--- src/rtl/exc_seq_ctrl.sv ---
// Exception/interrupt sequencer between the M stage and CP0: turns a CP0 entry request
// or an M-stage eret into a one-cycle kill/flush/redirect step, with debug event counters.
module exc_seq_ctrl #(
    parameter logic [31:0] HANDLER_PC = 32'h0000_4180,
    parameter logic [4:0]  EXC_NONE   = 5'd0,
    parameter logic [15:0] CNT_MAX    = 16'hFFFF
) (
    input  logic        clk,
    input  logic        reset,
    input  logic [4:0]  exc_m,
    input  logic [31:0] pc_m,
    input  logic        bd_m,
    input  logic        eret_m,
    input  logic        eret_d,
    input  logic        mtc0_epc_e,
    input  logic        mtc0_epc_m,
    input  logic        cp0_req,
    input  logic [31:0] cp0_epc,
    output logic [4:0]  cp0_exccode,
    output logic [31:0] cp0_vpc,
    output logic        cp0_bd,
    output logic        cp0_exlclr,
    output logic        kill_m,
    output logic        flush,
    output logic        pc_redirect,
    output logic [31:0] redirect_pc,
    output logic        stall_d,
    output logic [1:0]  state,
    output logic [15:0] entry_cnt,
    output logic [15:0] eret_cnt
);

    typedef enum logic [1:0] {
        RUN    = 2'd0,
        ENTER  = 2'd1,
        RETURN = 2'd2
    } state_t;

    state_t st, nxt;
    logic   entry_evt, eret_evt;

    // req has priority over eret; neither is sampled outside RUN
    assign entry_evt = (st == RUN) && cp0_req;
    assign eret_evt  = (st == RUN) && !cp0_req && eret_m;

    always_ff @(posedge clk) begin
        if (reset) st <= RUN;
        else       st <= nxt;
    end

    always_comb begin
        nxt         = st;
        kill_m      = 1'b0;
        flush       = 1'b0;
        pc_redirect = 1'b0;
        redirect_pc = HANDLER_PC;
        cp0_exlclr  = 1'b0;
        cp0_exccode = EXC_NONE;
        cp0_bd      = 1'b0;
        stall_d     = 1'b0;
        case (st)
            RUN: begin
                // M-stage info only reaches CP0 in RUN so it is never latched twice
                cp0_exccode = exc_m;
                cp0_bd      = bd_m;
                stall_d     = eret_d && (mtc0_epc_e || mtc0_epc_m);
                if (cp0_req) begin
                    kill_m = 1'b1;
                    nxt    = ENTER;
                end else if (eret_m) begin
                    kill_m = 1'b1;
                    nxt    = RETURN;
                end
            end
            ENTER: begin
                kill_m      = 1'b1;
                flush       = 1'b1;
                pc_redirect = 1'b1;
                redirect_pc = HANDLER_PC;
                nxt         = RUN;
            end
            RETURN: begin
                cp0_exlclr  = 1'b1;
                kill_m      = 1'b1;
                flush       = 1'b1;
                pc_redirect = 1'b1;
                redirect_pc = cp0_epc;
                nxt         = RUN;
            end
            default: nxt = RUN;
        endcase
    end

    // saturating debug counters, cleared only by reset
    always_ff @(posedge clk) begin
        if (reset) begin
            entry_cnt <= '0;
            eret_cnt  <= '0;
        end else begin
            if (entry_evt && entry_cnt != CNT_MAX) entry_cnt <= entry_cnt + 16'd1;
            if (eret_evt && eret_cnt != CNT_MAX)   eret_cnt  <= eret_cnt + 16'd1;
        end
    end

    assign cp0_vpc = pc_m;
    assign state   = st;

endmodule
--- config.mk ---
export PLATFORM = sky130hd
export DESIGN_NAME = exc_seq_ctrl
export DESIGN_NICKNAME = d
export VERILOG_FILES = /design/src/rtl/exc_seq_ctrl.sv
export SDC_FILE = /design/constraint.sdc
export NUM_CORES = 1
export LEC_CHECK = 0
export ABC_AREA = 0
export BUFFER_PORTS_ARGS = -buffer_cell sky130_fd_sc_hd__buf_2
export CAP_MARGIN = 40
export CORE_UTILIZATION = 30
export CTS_BUF_LIST = sky130_fd_sc_hd__clkbuf_4
export CTS_CLUSTER_DIAMETER = 80
export DETAILED_ROUTE_END_ITERATION = 8
export GPL_TIMING_DRIVEN = 0
export PLACE_DENSITY = 0.62
export SYNTH_ARGS = -nofsm -noshare
export SYNTH_HDL_FRONTEND = slang
export SYNTH_SLANG_ARGS = --single-unit
--- constraint.sdc ---
create_clock -name clk -period 1.7 [get_ports clk]
set_input_delay 0.34 -clock clk [delete_from_list [all_inputs] [get_ports clk]]
set_output_delay 0.34 -clock clk [all_outputs]
set_load 0.02 [all_outputs]
# [Word level (Yosys, flattened, before mapping)]
# Cells that the tools add are included.
[totals] register_bits=34 latchBits=0 ram_bits=0 mem_bits_ro=0 output_inout_bits=109 wordCells=35 mem_count=0
[op_classes] add_sub_neg=2 mul=0 div=0 magnitude_cmp=0 eq_ne=4 shifts=0 mux=11 bitwise=1 n_reduce_logical=13
[ops] op="$add A16 B1 Y16 const B" count=2
[ops] op="$mux W32" count=1
[ops] op="$ne A16 B16 Y1 const B" count=2
[ops] op="$mux W1" count=8
[ops] op="$logic_and A1 B1 Y1" count=6
[ops] op="$mux W5" count=1
[ops] op="$reduce_or A2 Y1" count=2
[ops] op="$reduce_or A3 Y1" count=1
[ops] op="$eq A2 B1 Y1 const B" count=1
[ops] op="$eq A2 B2 Y1 const B" count=1
[ops] op="$logic_not A2 Y1" count=1
[ops] op="$pmux W1 S2" count=1
[ops] op="$reduce_bool A2 Y1" count=1
[ops] op="$logic_not A1 Y1" count=1
[ops] op="$logic_or A1 B1 Y1" count=1
[ops] op="$not A1 Y1" count=1

# [Longest topological paths before layout]
# Gate-level depths: netlist (run 1).
[depth] depth_word=4 ltp_mapped=7

# [Worst setup path after synthesis (run 1)]
# No wires, ideal clock.
[synth_path] kind="reg2reg" from="register st[0] (netlist: state[0])" to="register eret_cnt[11]" setup_time_ns=0.121 arrival_ns=1.674 required_ns=1.579 slack_ns=-0.094 path_stages_with_launch=7 path_cell_list="dfxtp_1 -> inv_1 -> ha_1 -> and3b_1 -> nand3b_4 -> nor4b_1 -> mux2_2"
[synth_between] elab_chain_cells=4
[synth_rtl] element="start, declared" line_no="39" text="state_t st, nxt;"
[synth_rtl] element="start signal, assigned" line_no="48" text="else st <= nxt;"
[synth_rtl] element="$logic_not A2 Y1" line_no="44" text="assign eret_evt = (st == RUN) && !cp0_req && eret_m;"
[synth_rtl] element="$logic_and A1 B1 Y1 (2 in a row)" line_no="44"
[synth_rtl] element="$logic_and A1 B1 Y1" line_no="101" text="if (eret_evt && eret_cnt != CNT_MAX) eret_cnt <= eret_cnt + 16'd1;"
[synth_rtl] element="end signal, assigned" line_no="101"
[synth_rtl] element="end, declared" line_no="30" text="output logic [15:0] eret_cnt"
# Every way passes these cells.
# A chain may end at the register's enable or synchronous reset.

# [Worst setup path after layout (run 1)]
[layout_path] from="register st[1] (netlist: state[1])" to="output cp0_exccode[3]"
[layout_between] elab_chain_cells=2
[layout_rtl] element="$logic_not A2 Y1" line_no="61" text="case (st)"
[layout_rtl] element="$mux W5" line_no="61"
[layout_rtl] element="end, declared" line_no="19" text="output logic [4:0] cp0_exccode,"
# Every way passes these cells.

==> results of run 1 <==
-- worst max-delay path, delay by kind of cell (launching register included) --
| kind | cells | cell delay (ps) |
|---|---|---|
| DFF | 1 | 390 |
| buffers and inverters | 4 | 410 |
| and+or+nand+nor | 1 | 130 |
| adders and majority gates | 1 | 170 |
-- layer usage --
metal  track usage (%)  part of all wire, %  wire, um  vias up
li1                  -                    -         -     1397
met2              35.9                   54      4900      124
met4              4.84                  1.4       129        0
met3              4.21                  6.4       588       10
met1              22.7                   38      3520     1395
met5                 0                    0         0        -
-- through the flow --
step / instances / hold WS [ps] / setup slack, ps
after global routing: 583 / 253 / -149
after detailed placement: 541 / 490 / -241
after global placement: 541 / 477 / -207
after CTS: 556 / 254 / -130
final: 583 / 264 / -93.4
after floorplan: 289 / 409 / -32.5
-- worst max-delay path by stage --
| stage | from | to | slack, ps | cells past startpoint |
|---|---|---|---|---|
| floorplan | state[0]$_SDFFE_PP0P_ | entry_cnt[13]$_SDFFE_PP0P_ | -30 | 7 |
| global route | state[1]$_SDFFE_PP0P_ | cp0_exccode[4] | -150 | 6 |
| finish | state[1]$_SDFFE_PP0P_ | cp0_exccode[3] | -90 | 6 |
| global placement | state[0]$_SDFFE_PP0P_ | eret_cnt[10]$_SDFFE_PP0P_ | -210 | 6 |
| CTS | state[1]$_SDFFE_PP0P_ | cp0_bd | -130 | 6 |
| detailed placement | state[0]$_SDFFE_PP0P_ | eret_cnt[10]$_SDFFE_PP0P_ | -240 | 6 |
-- flip-flops by register name (all words and copies together), names as in the netlist --
register,flops
state,2
entry_cnt,16
eret_cnt,16
-- placed cells by master (no fill, tap or decap), types with 3 or more instances in the layout --
| cell | synthesis | layout |
|---|---|---|
| buf_2 | 2 | 115 |
| buf_4 | 34 | 65 |
| buf_6 | 0 | 41 |
| and2_4 | 0 | 35 |
| dfxtp_1 | 34 | 16 |
| dfxtp_2 | 0 | 15 |
| nor2_1 | 14 | 13 |
| a21oi_1 | 23 | 13 |
| nand3_1 | 14 | 11 |
| a21oi_2 | 0 | 10 |
| inv_1 | 10 | 8 |
| o21ai_0 | 9 | 8 |
| nor2b_1 | 8 | 8 |
| or3_1 | 8 | 7 |
| o31ai_1 | 10 | 6 |
| nand4_1 | 5 | 5 |
| and3_1 | 6 | 5 |
| nand2_1 | 5 | 5 |
| or4_4 | 0 | 5 |
| clkbuf_4 | 0 | 5 |
| buf_8 | 0 | 4 |
| nand2b_1 | 5 | 4 |
| clkbuf_1 | 8 | 4 |
| mux2_2 | 6 | 4 |
| o31ai_2 | 0 | 4 |
| and4_1 | 3 | 3 |
| nor3_1 | 6 | 3 |
| a31oi_1 | 3 | 3 |
| ha_4 | 0 | 3 |
| clkbuf_16 | 0 | 3 |
| dfxtp_4 | 0 | 3 |
-- power by group through the flow --
stage | Clock (mW) | Combinational [mW] | Sequential [mW]
after floorplan | 0 | 0.268 | 0.847
after global placement | 0 | 0.446 | 0.836
after detailed placement | 0 | 0.449 | 0.837
after CTS | 0.421 | 0.531 | 0.818
after global routing | 0.463 | 0.655 | 0.819
final | 0.417 | 0.618 | 0.817
-- synth_stat cells, types with 2 or more instances --
cell,instances
and4_1,3
nor4_1,2
a311oi_1,2
nor2_1,14
inv_1,10
nor4b_1,2
or3_1,8
nor2b_1,8
o31ai_1,10
nand2_1,5
clkbuf_1,8
and2_1,37
nand3_1,14
nand4_1,5
a21oi_1,23
dfxtp_1,34
buf_2,2
a31oi_1,3
a211oi_1,3
buf_4,34
and3_1,6
nand2b_1,5
o21ai_0,9
nor3_1,6
or4_1,6
ha_1,5
mux2_2,6
nand4b_1,2
-- kinds of logic (layout without fill, tap and decap cells) --
group,count (synthesis),in the layout,share of synthesized area (%)
flip-flops,34,34,28.9
AND/OR/NAND/NOR,134,135,36.6
AO/OA/AOI/OAI,55,55,14.4
buffers and inverters,54,248,14.1
multiplexers,7,7,3.30
adder cells (fa/ha/maj),5,5,2.66
-- area by class of cell --
class                      instances  area share (%)
timing repair buffer             188            30.7
tap                               99            2.88
multi-input combinational        202            39.8
clock buffer                       5           0.873
clock inverter                     1          0.0873
sequential                        34            16.5
inverter                          10           0.931
buffer                            44            8.20
-- timing repair --
| action | 4_1_cts | 5_1_grt |
|---|---|---|
| hold buffers | 0 | 0 |
| cloned | 0 | 4 |
| resized for setup | 112 | 89 |
| pin swaps | 8 | 19 |
| setup endpoints to repair | 59 | 64 |
| buffers inserted | 9 | 23 |
==> out/qor.csv, run 1 <==
metric,value,unit
status,"finished, violations left",
violated checks,negative setup slack,
number of synthesized flops with an enable pin,0,
clock share of power,22.5,%
Startpoint Class,register,
vias,2926,
Post-DP Area,3270,sq um
Die X,90.6,um
CP cell instances,inv_2 -> ha_4 -> buf_8 -> buf_6 -> and2_4 -> buf_6,
clock-pin transition on the worst setup and hold timing paths,100,ps
Required @ worst endpoint,1360,ps
Worst Hold End,state[1]$_SDFFE_PP0P_,
Sequential Power Share,44.1,%
Crit path top cell by count,buf_6,
Comb pwr share,33.4,%
Tightest Pin Transition,684,ps
clock latency at the later pin of the worst-skew pair,340,ps
Arrival @ worst endpoint,1450,ps
Worst path max stage delay,390,ps
Sw Ratio,31.4,%
Critical R2R Launch,state[1]$_SDFFE_PP0P_,
Hold Path Depth,2,
"Seq/Total Area, Yosys",28.9,%
I/O pin count,186,
final WL,9140,um
Layout Utilization,58.1,%
VDD IR max,0.226,mV
max-cap viol count,0,
total track usage,19.5,%
core area,7410,sq um
r2r worst-path depth,7,
Die H,90.6,um
ys flop type,dfxtp_1,
Syn Inst Count,289,
post-DR vias/cell,5.02,
hold_sp,cp0_req,
CTS tree,done,
fin worst setup slack,-93.4,ps
Overall Power,1.85,mW
"Max FO, Critical Path",8,
post-synth top area cell,dfxtp_1,
area growth from synthesis to layout,82.9,%
Fin. Hold Viols,0,
TritonCTS Buffers,5,
CP max-delay cell,dfxtp_4,
I/O Buffers,153,
layout net count,567,
gr ovfl total,0,
PwrDens,430,nW/um^2
Layout Skew,6.70,ps
Syn Std Cell Area,2350,sq um
critical path class,register to output port,
clock sinks,34,
Setup TNS Final,-1900,ps
per-cell routed wire length,15.7,um
clock buffer depth,2,
Fill cells,650,
reg2reg setup slack,-20,ps
Int Pwr,1.27,mW
syn_nets,371,
Root Buffer,clkbuf_4,
initial antenna violation count,0,
vias in the first global route,2525,
ys async rst share,0,%
Tmin final,1790,ps
worst min-delay path category,input port to register,
die area,8200,sq um
Leakage,2.06,nW
final antenna-violating net count,0,
largest net degree at the start of global routing,11,
area share of the largest cell type after synthesis,28.9,%
Tcrit/Tclk final,105,%
Yosys warning count,0,
first drt pass iteration count,4,
#FFs+latches synth,34,
FF-to-FF End,entry_cnt[8]$_SDFFE_PP0P_,
Yosys cell types,45,
Initial Util,31.8,%
fraction of layout instances using a drive strength above 1,71.1,%
# diodes,0,
max-slew violations,0,
Syn Area/Cell,8.14,sq um
ranking of synthesized cells by area,"dfxtp_1 (29%), buf_4 (11%), and2_1 (9.8%), a21oi_1 (4.9%), o31ai_1 (3.2%)",
switching power,0.581,mW
HPWL after DPL,6240,um
drt initial violations,94,
H-tree depth,2,
Reg area,711,sq um
relative slew slack,54.4,%
drt drc,0,
final setup vio count,40,
area of the multi-input gates,1710,sq um
first-pass GRT wire length,13000,um
CP endpoint kind,output port,
FMAX,558,MHz
final RePlAce weighted congestion,0.821,
unrepaired setup endpoints after global routing,yes,
row count,31,
design area,4300,sq um
Note: power is estimated with default switching activity, not from simulation.
==> run 2: changes to the inputs <==
--- a/config.mk
+++ b/config.mk
@@ -14,6 +14,7 @@
 export DETAILED_ROUTE_END_ITERATION = 8
 export GPL_TIMING_DRIVEN = 0
 export PLACE_DENSITY = 0.62
+export REMOVE_ABC_BUFFERS = 1
 export SYNTH_ARGS = -nofsm -noshare
 export SYNTH_HDL_FRONTEND = slang
 export SYNTH_SLANG_ARGS = --single-unit
==> run 2 against run 1 <==
Effect of this change: the run still ends with negative setup slack left; sequential share of layout area up 2.2 points; global-route usage up 5.8 points; setup slack better by 12 ps; register-to-register slack worse by 40 ps; clock skew up 3.2 ps; hold slack better by 14 ps; critical path type unchanged; largest cell class unchanged.
==> out/qor.csv, run 2 (synthesis results as in run 1) <==
metric,value,unit,change
Die X,90.6,um,unchanged
CP Buf/Inv Count,3,,-1
Layout Utilization,51.5,%,-6.5 points
max-cap viol count,0,,unchanged
PwrDens,445,nW/um^2,+3.5%
Crit path top cell by count,buf_6,,
core area,7410,sq um,unchanged
Leakage,1.74,nW,-16%
worst min-delay path category,input port to register,,
max-slew violations,0,,unchanged
status,"finished, violations left",,
gr ovfl total,0,,unchanged
Fin. Hold Viols,0,,unchanged
"most common cell after layout, fill and taps aside",buf_2,,
HPWL after DPL,8350,um,+34%
die area,8200,sq um,unchanged
CTS tree,done,,
final antenna-violating net count,0,,unchanged
drt initial violations,66,,-30%
critical path class,register to output port,,
Overall Power,1.70,mW,-8.2%
"Max FO, Critical Path",8,,unchanged
per-cell routed wire length,21.7,um,+38%
clock sinks,34,,unchanged
drt drc,0,,unchanged
Non-Filler Instances,507,,-13%
Required @ worst endpoint,1360,ps,about the same
Initial Util,31.8,%,unchanged
final WL,11000,um,+20%
"delay-heaviest family, CP",buffers and inverters,,
I/O pin count,186,,unchanged
Tightest Pin Transition,832,ps,+148 ps
FMAX,561,MHz,+0.67%
Worst path max stage delay,370,ps,-20 ps
"commonest cells after routing, fill and taps aside","buf_2 (83), buf_6 (45), and2_4 (33)",,
largest net degree at the start of global routing,42,,+31
layout net count,490,,-14%
relative slew slack,44.5,%,-9.9 points
# diodes,0,,unchanged
unrepaired setup endpoints after global routing,yes,,
clock latency at the later pin of the worst-skew pair,330,ps,about the same
dpl cells,465,,-14%
I/O Buffers,121,,-21%
clock-pin transition on the worst setup and hold timing paths,110,ps,about the same
total track usage,25.4,%,+5.8 points
Setup TNS Final,-1480,ps,+420 ps
vias,2656,,-9.2%
CP max-delay cell,dfxtp_4,,
post-DR vias/cell,5.24,,+4.4%
final RePlAce weighted congestion,0.898,,+9.4%
Die H,90.6,um,unchanged
Tmin final,1780,ps,-12.0 ps
clock buffer depth,2,,unchanged
initial antenna violation count,0,,unchanged
fraction of layout instances using a drive strength above 1,66.9,%,-4.2 points
CP cell instances,buf_6 -> ha_4 -> clkbuf_16 -> and2_4 -> buf_6,,
Post-DP Area,2790,sq um,-15%
area growth from synthesis to layout,62.3,%,
Reg area,713,sq um,+0.35%
final setup vio count,32,,-20%
vias in the first global route,2403,,-4.8%
first-pass GRT wire length,15400,um,+19%
fin worst setup slack,-81.5,ps,+12.0 ps
design area,3820,sq um,-11%
area of the multi-input gates,1730,sq um,+1.2%
CP endpoint kind,output port,,
VDD IR max,0.238,mV,+5.0%
TritonCTS Buffers,5,,unchanged
row count,31,,unchanged
Tcrit/Tclk final,105,%,-0.70 points
Root Buffer,clkbuf_4,,
H-tree depth,2,,unchanged
Fill cells,703,,+8.2%
Layout Skew,9.88,ps,+3.17 ps
violated checks,negative setup slack,,
first drt pass iteration count,7,,+3
Arrival @ worst endpoint,1440,ps,about the same
Startpoint Class,register,,
-- run 2: layer usage --
layer / track usage (%) / part of all wire (%) / vias to the layer above
li1: - / - / 1248
met1: 22.9 / 33 / 1248
met2: 43.0 / 48 / 152
met3: 22.7 / 18 / 8
met4: 3.76 / 1.4 / 0
met5: 0 / 0 / -
-- run 2: layout make-up --
class / count / share of cell area, %
Timing Repair Buffer: 156 / 30.4
Clock inverter: 2 / 0.262
Multi-Input combinational cell: 201 / 45.3
Clock buffer: 5 / 0.983
Inverter: 10 / 1.05
Sequential cell: 34 / 18.7
Tap cell: 99 / 3.24
-- run 2: per-stage QoR --
step                setup WS (ps)  hold WS, ps
CTS                         -95.8          256
finish                      -81.5          278
detailed placement           -583          501
global route                 -125          278
floorplan                    -219          409
global placement             -545          487
-- run 2: worst paths after layout --
kind,cells past startpoint,start,end,slack [ps]
max,5,state[1]$_SDFFE_PP0P_,redirect_pc[22],-80
min,2,cp0_req,state[1]$_SDFFE_PP0P_,280
max reg2reg,7,state[1]$_SDFFE_PP0P_,eret_cnt[10]$_SDFFE_PP0P_,-60
min reg2reg,1,entry_cnt[14]$_SDFFE_PP0P_,entry_cnt[14]$_SDFFE_PP0P_,500
-- run 2: what timing repair did --
item	in CTS	in global routing
endpoints found under the setup margin	72	62
pin swaps	9	25
setup buffers	18	15
cloned	0	2
gates resized for setup	114	97
hold buffers	0	0
-- run 2: power breakdown --
part	internal, mW	switching, mW	leakage [nW]
Sequential	0.804	0.0131	0.285
Combinational	0.227	0.214	1.42
Clock	0.149	0.293	0.0308
Total	1.18	0.520	1.74
==> run 3: changes to the inputs <==
==> constraint.sdc (replaced) <==
create_clock -name clk -period 1.5 [get_ports clk]
set_input_delay 0.3 -clock clk [delete_from_list [all_inputs] [get_ports clk]]
set_output_delay 0.3 -clock clk [all_outputs]
set_load 0.02 [all_outputs]
==> run 3 against run 2 <==
Effect of this change: the run still ends with negative setup slack left; sequential power up 12%; final area up 7.1%; first-iteration DRC count down 17%; register-to-register slack worse by 160 ps; wire length up 4.5%; critical path depth up 1; utilization up 3.6 points; hold slack worse by 26 ps; highest routed layer unchanged; flip-flop and latch count unchanged; combinational power up 27%.
==> out/qor.csv, run 3 (synthesis results as in run 1) <==
metric,value,unit,change
Layout Skew,6.49,ps,-3.38 ps
max-slew violations,0,,unchanged
# hold bufs at CTS,0,,unchanged
total track usage,26.6,%,+1.2 points
Overall Power,1.97,mW,+16%
final antenna-violating net count,0,,unchanged
dpl cells,465,,unchanged
clock buffer depth,2,,unchanged
"most common cell after layout, fill and taps aside",buf_2,,
clock latency at the later pin of the worst-skew pair,330,ps,about the same
final WL,11500,um,+4.5%
fin worst setup slack,-224,ps,-142 ps
# diodes,0,,unchanged
HPWL after DPL,8350,um,unchanged
post-DR vias/cell,5.30,,+1.2%
Die H,90.6,um,unchanged
"delay-heaviest family, CP",simple AND/OR/NAND/NOR gates,,
FF-to-FF End,entry_cnt[10]$_SDFFE_PP0P_,,
Fill cells,668,,-5.0%
per-cell routed wire length,21.9,um,+1.2%
FMAX,580,MHz,
VDD IR max,0.281,mV,+18%
Critical R2R Launch,state[1]$_SDFFE_PP0P_,,
Root Buffer,clkbuf_4,,
Layout Utilization,55.2,%,+3.6 points
max-cap viol count,0,,unchanged
first-pass GRT wire length,16200,um,+5.3%
reg2reg setup slack,-220,ps,-160 ps
CTS tree,done,,
Non-Filler Instances,524,,+3.4%
unrepaired setup endpoints after global routing,yes,,
Crit path depth,6,,+1
Worst path max stage delay,380,ps,about the same
gr ovfl total,0,,unchanged
Leakage,1.86,nW,+7.0%
first drt pass iteration count,4,,-3
final RePlAce weighted congestion,0.898,,unchanged
violated checks,negative setup slack,,
"Max FO, Critical Path",8,,unchanged
area of the multi-input gates,1770,sq um,+2.2%
vias,2779,,+4.6%
clock sinks,34,,unchanged
Initial Util,31.8,%,unchanged
worst min-delay path category,input port to register,,
r2r worst-path depth,6,,-1
core area,7410,sq um,unchanged
initial antenna violation count,0,,unchanged
Tmin final,1720,ps,
drt initial violations,55,,-17%
TritonCTS Buffers,5,,unchanged
H-tree depth,2,,unchanged
CP Capture Point,entry_cnt[10]$_SDFFE_PP0P_,,
CP endpoint kind,register,,
Tcrit/Tclk final,115,%,
final setup vio count,73,,+130%
largest net degree at the start of global routing,42,,unchanged
crit path launch,state[1]$_SDFFE_PP0P_,,
PwrDens,483,nW/um^2,+8.4%
I/O pin count,186,,unchanged
Tightest Pin Transition,826,ps,-6.66 ps
critical path class,register to register,,
hold slack,252,ps,-25.7 ps
Arrival @ worst endpoint,1950,ps,+510 ps
layout net count,507,,+3.5%
I/O Buffers,121,,unchanged
Startpoint Class,register,,
clock-pin transition on the worst setup and hold timing paths,110,ps,about the same
Reg area,737,sq um,+3.3%
fraction of layout instances using a drive strength above 1,71.8,%,+4.9 points
drt drc,0,,unchanged
CP max-delay cell,dfxtp_4,,
Fin. Hold Viols,0,,unchanged
CP Buf/Inv Count,1,,-2
Required @ worst endpoint,1730,ps,+370 ps
row count,31,,unchanged
Die X,90.6,um,unchanged
vias in the first global route,2525,,+5.1%
area growth from synthesis to layout,73.8,%,
relative slew slack,45.0,%,+0.44 points
die area,8200,sq um,unchanged
CP cell instances,inv_2 -> ha_4 -> and3_2 -> nand3_4 -> a211oi_2 -> mux2_2,,
status,"finished, violations left",,
"commonest cells after routing, fill and taps aside","buf_2 (78), buf_6 (52), buf_4 (38)",,
## run 3: cell types whose count changed in the layout (fill, tap and decap cells not counted), moves of 3 or more
cell	previous run	this run
dfxtp_1	14	7
buf_2	83	78
buf_6	45	52
o31ai_2	3	6
dfxtp_4	3	9
buf_4	26	38
o31ai_1	7	4
## run 3: per-layer routing
layer	vias to the layer above	share of wire, %	global-route usage (%)
li1	1287	-	-
met1	1310	31	23.8
met2	164	48	45.5
met3	18	18	22.6
met4	0	2.8	5.38
met5	-	0	0
## run 3: how the worst min path moves through the flow
stage / start / endpoint / slack [ps] / cells past startpoint
6_report: cp0_req / state[1]$_SDFFE_PP0P_ / 250 / 2
4_1_cts: cp0_req / state[1]$_SDFFE_PP0P_ / 220 / 2
3_5_place_dp: eret_cnt[5]$_SDFFE_PP0P_ / eret_cnt[5]$_SDFFE_PP0P_ / 500 / 2
5_1_grt: cp0_req / state[1]$_SDFFE_PP0P_ / 250 / 2
3_3_place_gp: eret_cnt[5]$_SDFFE_PP0P_ / eret_cnt[5]$_SDFFE_PP0P_ / 490 / 2
2_1_floorplan: reset / entry_cnt[0]$_SDFFE_PP0P_ / 370 / 1
## run 3: cell type report
cell class / count / share of cell area, %
tap: 99 / 3.03
inverter: 10 / 0.918
clock buffer: 5 / 0.918
clock inverter: 2 / 0.245
sequential: 34 / 18.0
multi-input combinational: 201 / 43.3
timing repair buffer: 173 / 33.6
## run 3: worst reg2reg max path, cell delays in order, from the launching register on
cell and delay [ps]:
dfxtp_4 380, inv_2 70, ha_4 180, and3_2 270
nand3_4 130, a211oi_2 220, mux2_2 360
## run 3: what timing repair did
| action | 4_1_cts | 5_1_grt |
|---|---|---|
| pin swaps | 31 | 19 |
| resized for setup | 201 | 42 |
| buffers inserted | 35 | 14 |
| setup endpoints to repair | 75 | 74 |
| cloned | 1 | 2 |
## run 3: power by group
group          switching (mW)  total (mW)  internal [mW]
sequential             0.0116       0.913          0.901
clock                   0.333       0.502          0.169
combinational           0.258       0.559          0.301
## run 3: metrics by stage
step | TNS, ps | setup slack [ps] | instance area (sq um)
final | -11420 | -224 | 4090
after global routing | -15840 | -288 | 4090
after CTS | -9890 | -204 | 3790
after detailed placement | -23030 | -783 | 2790
after global placement | -20470 | -745 | 2790
after floorplan | -15720 | -419 | 2060
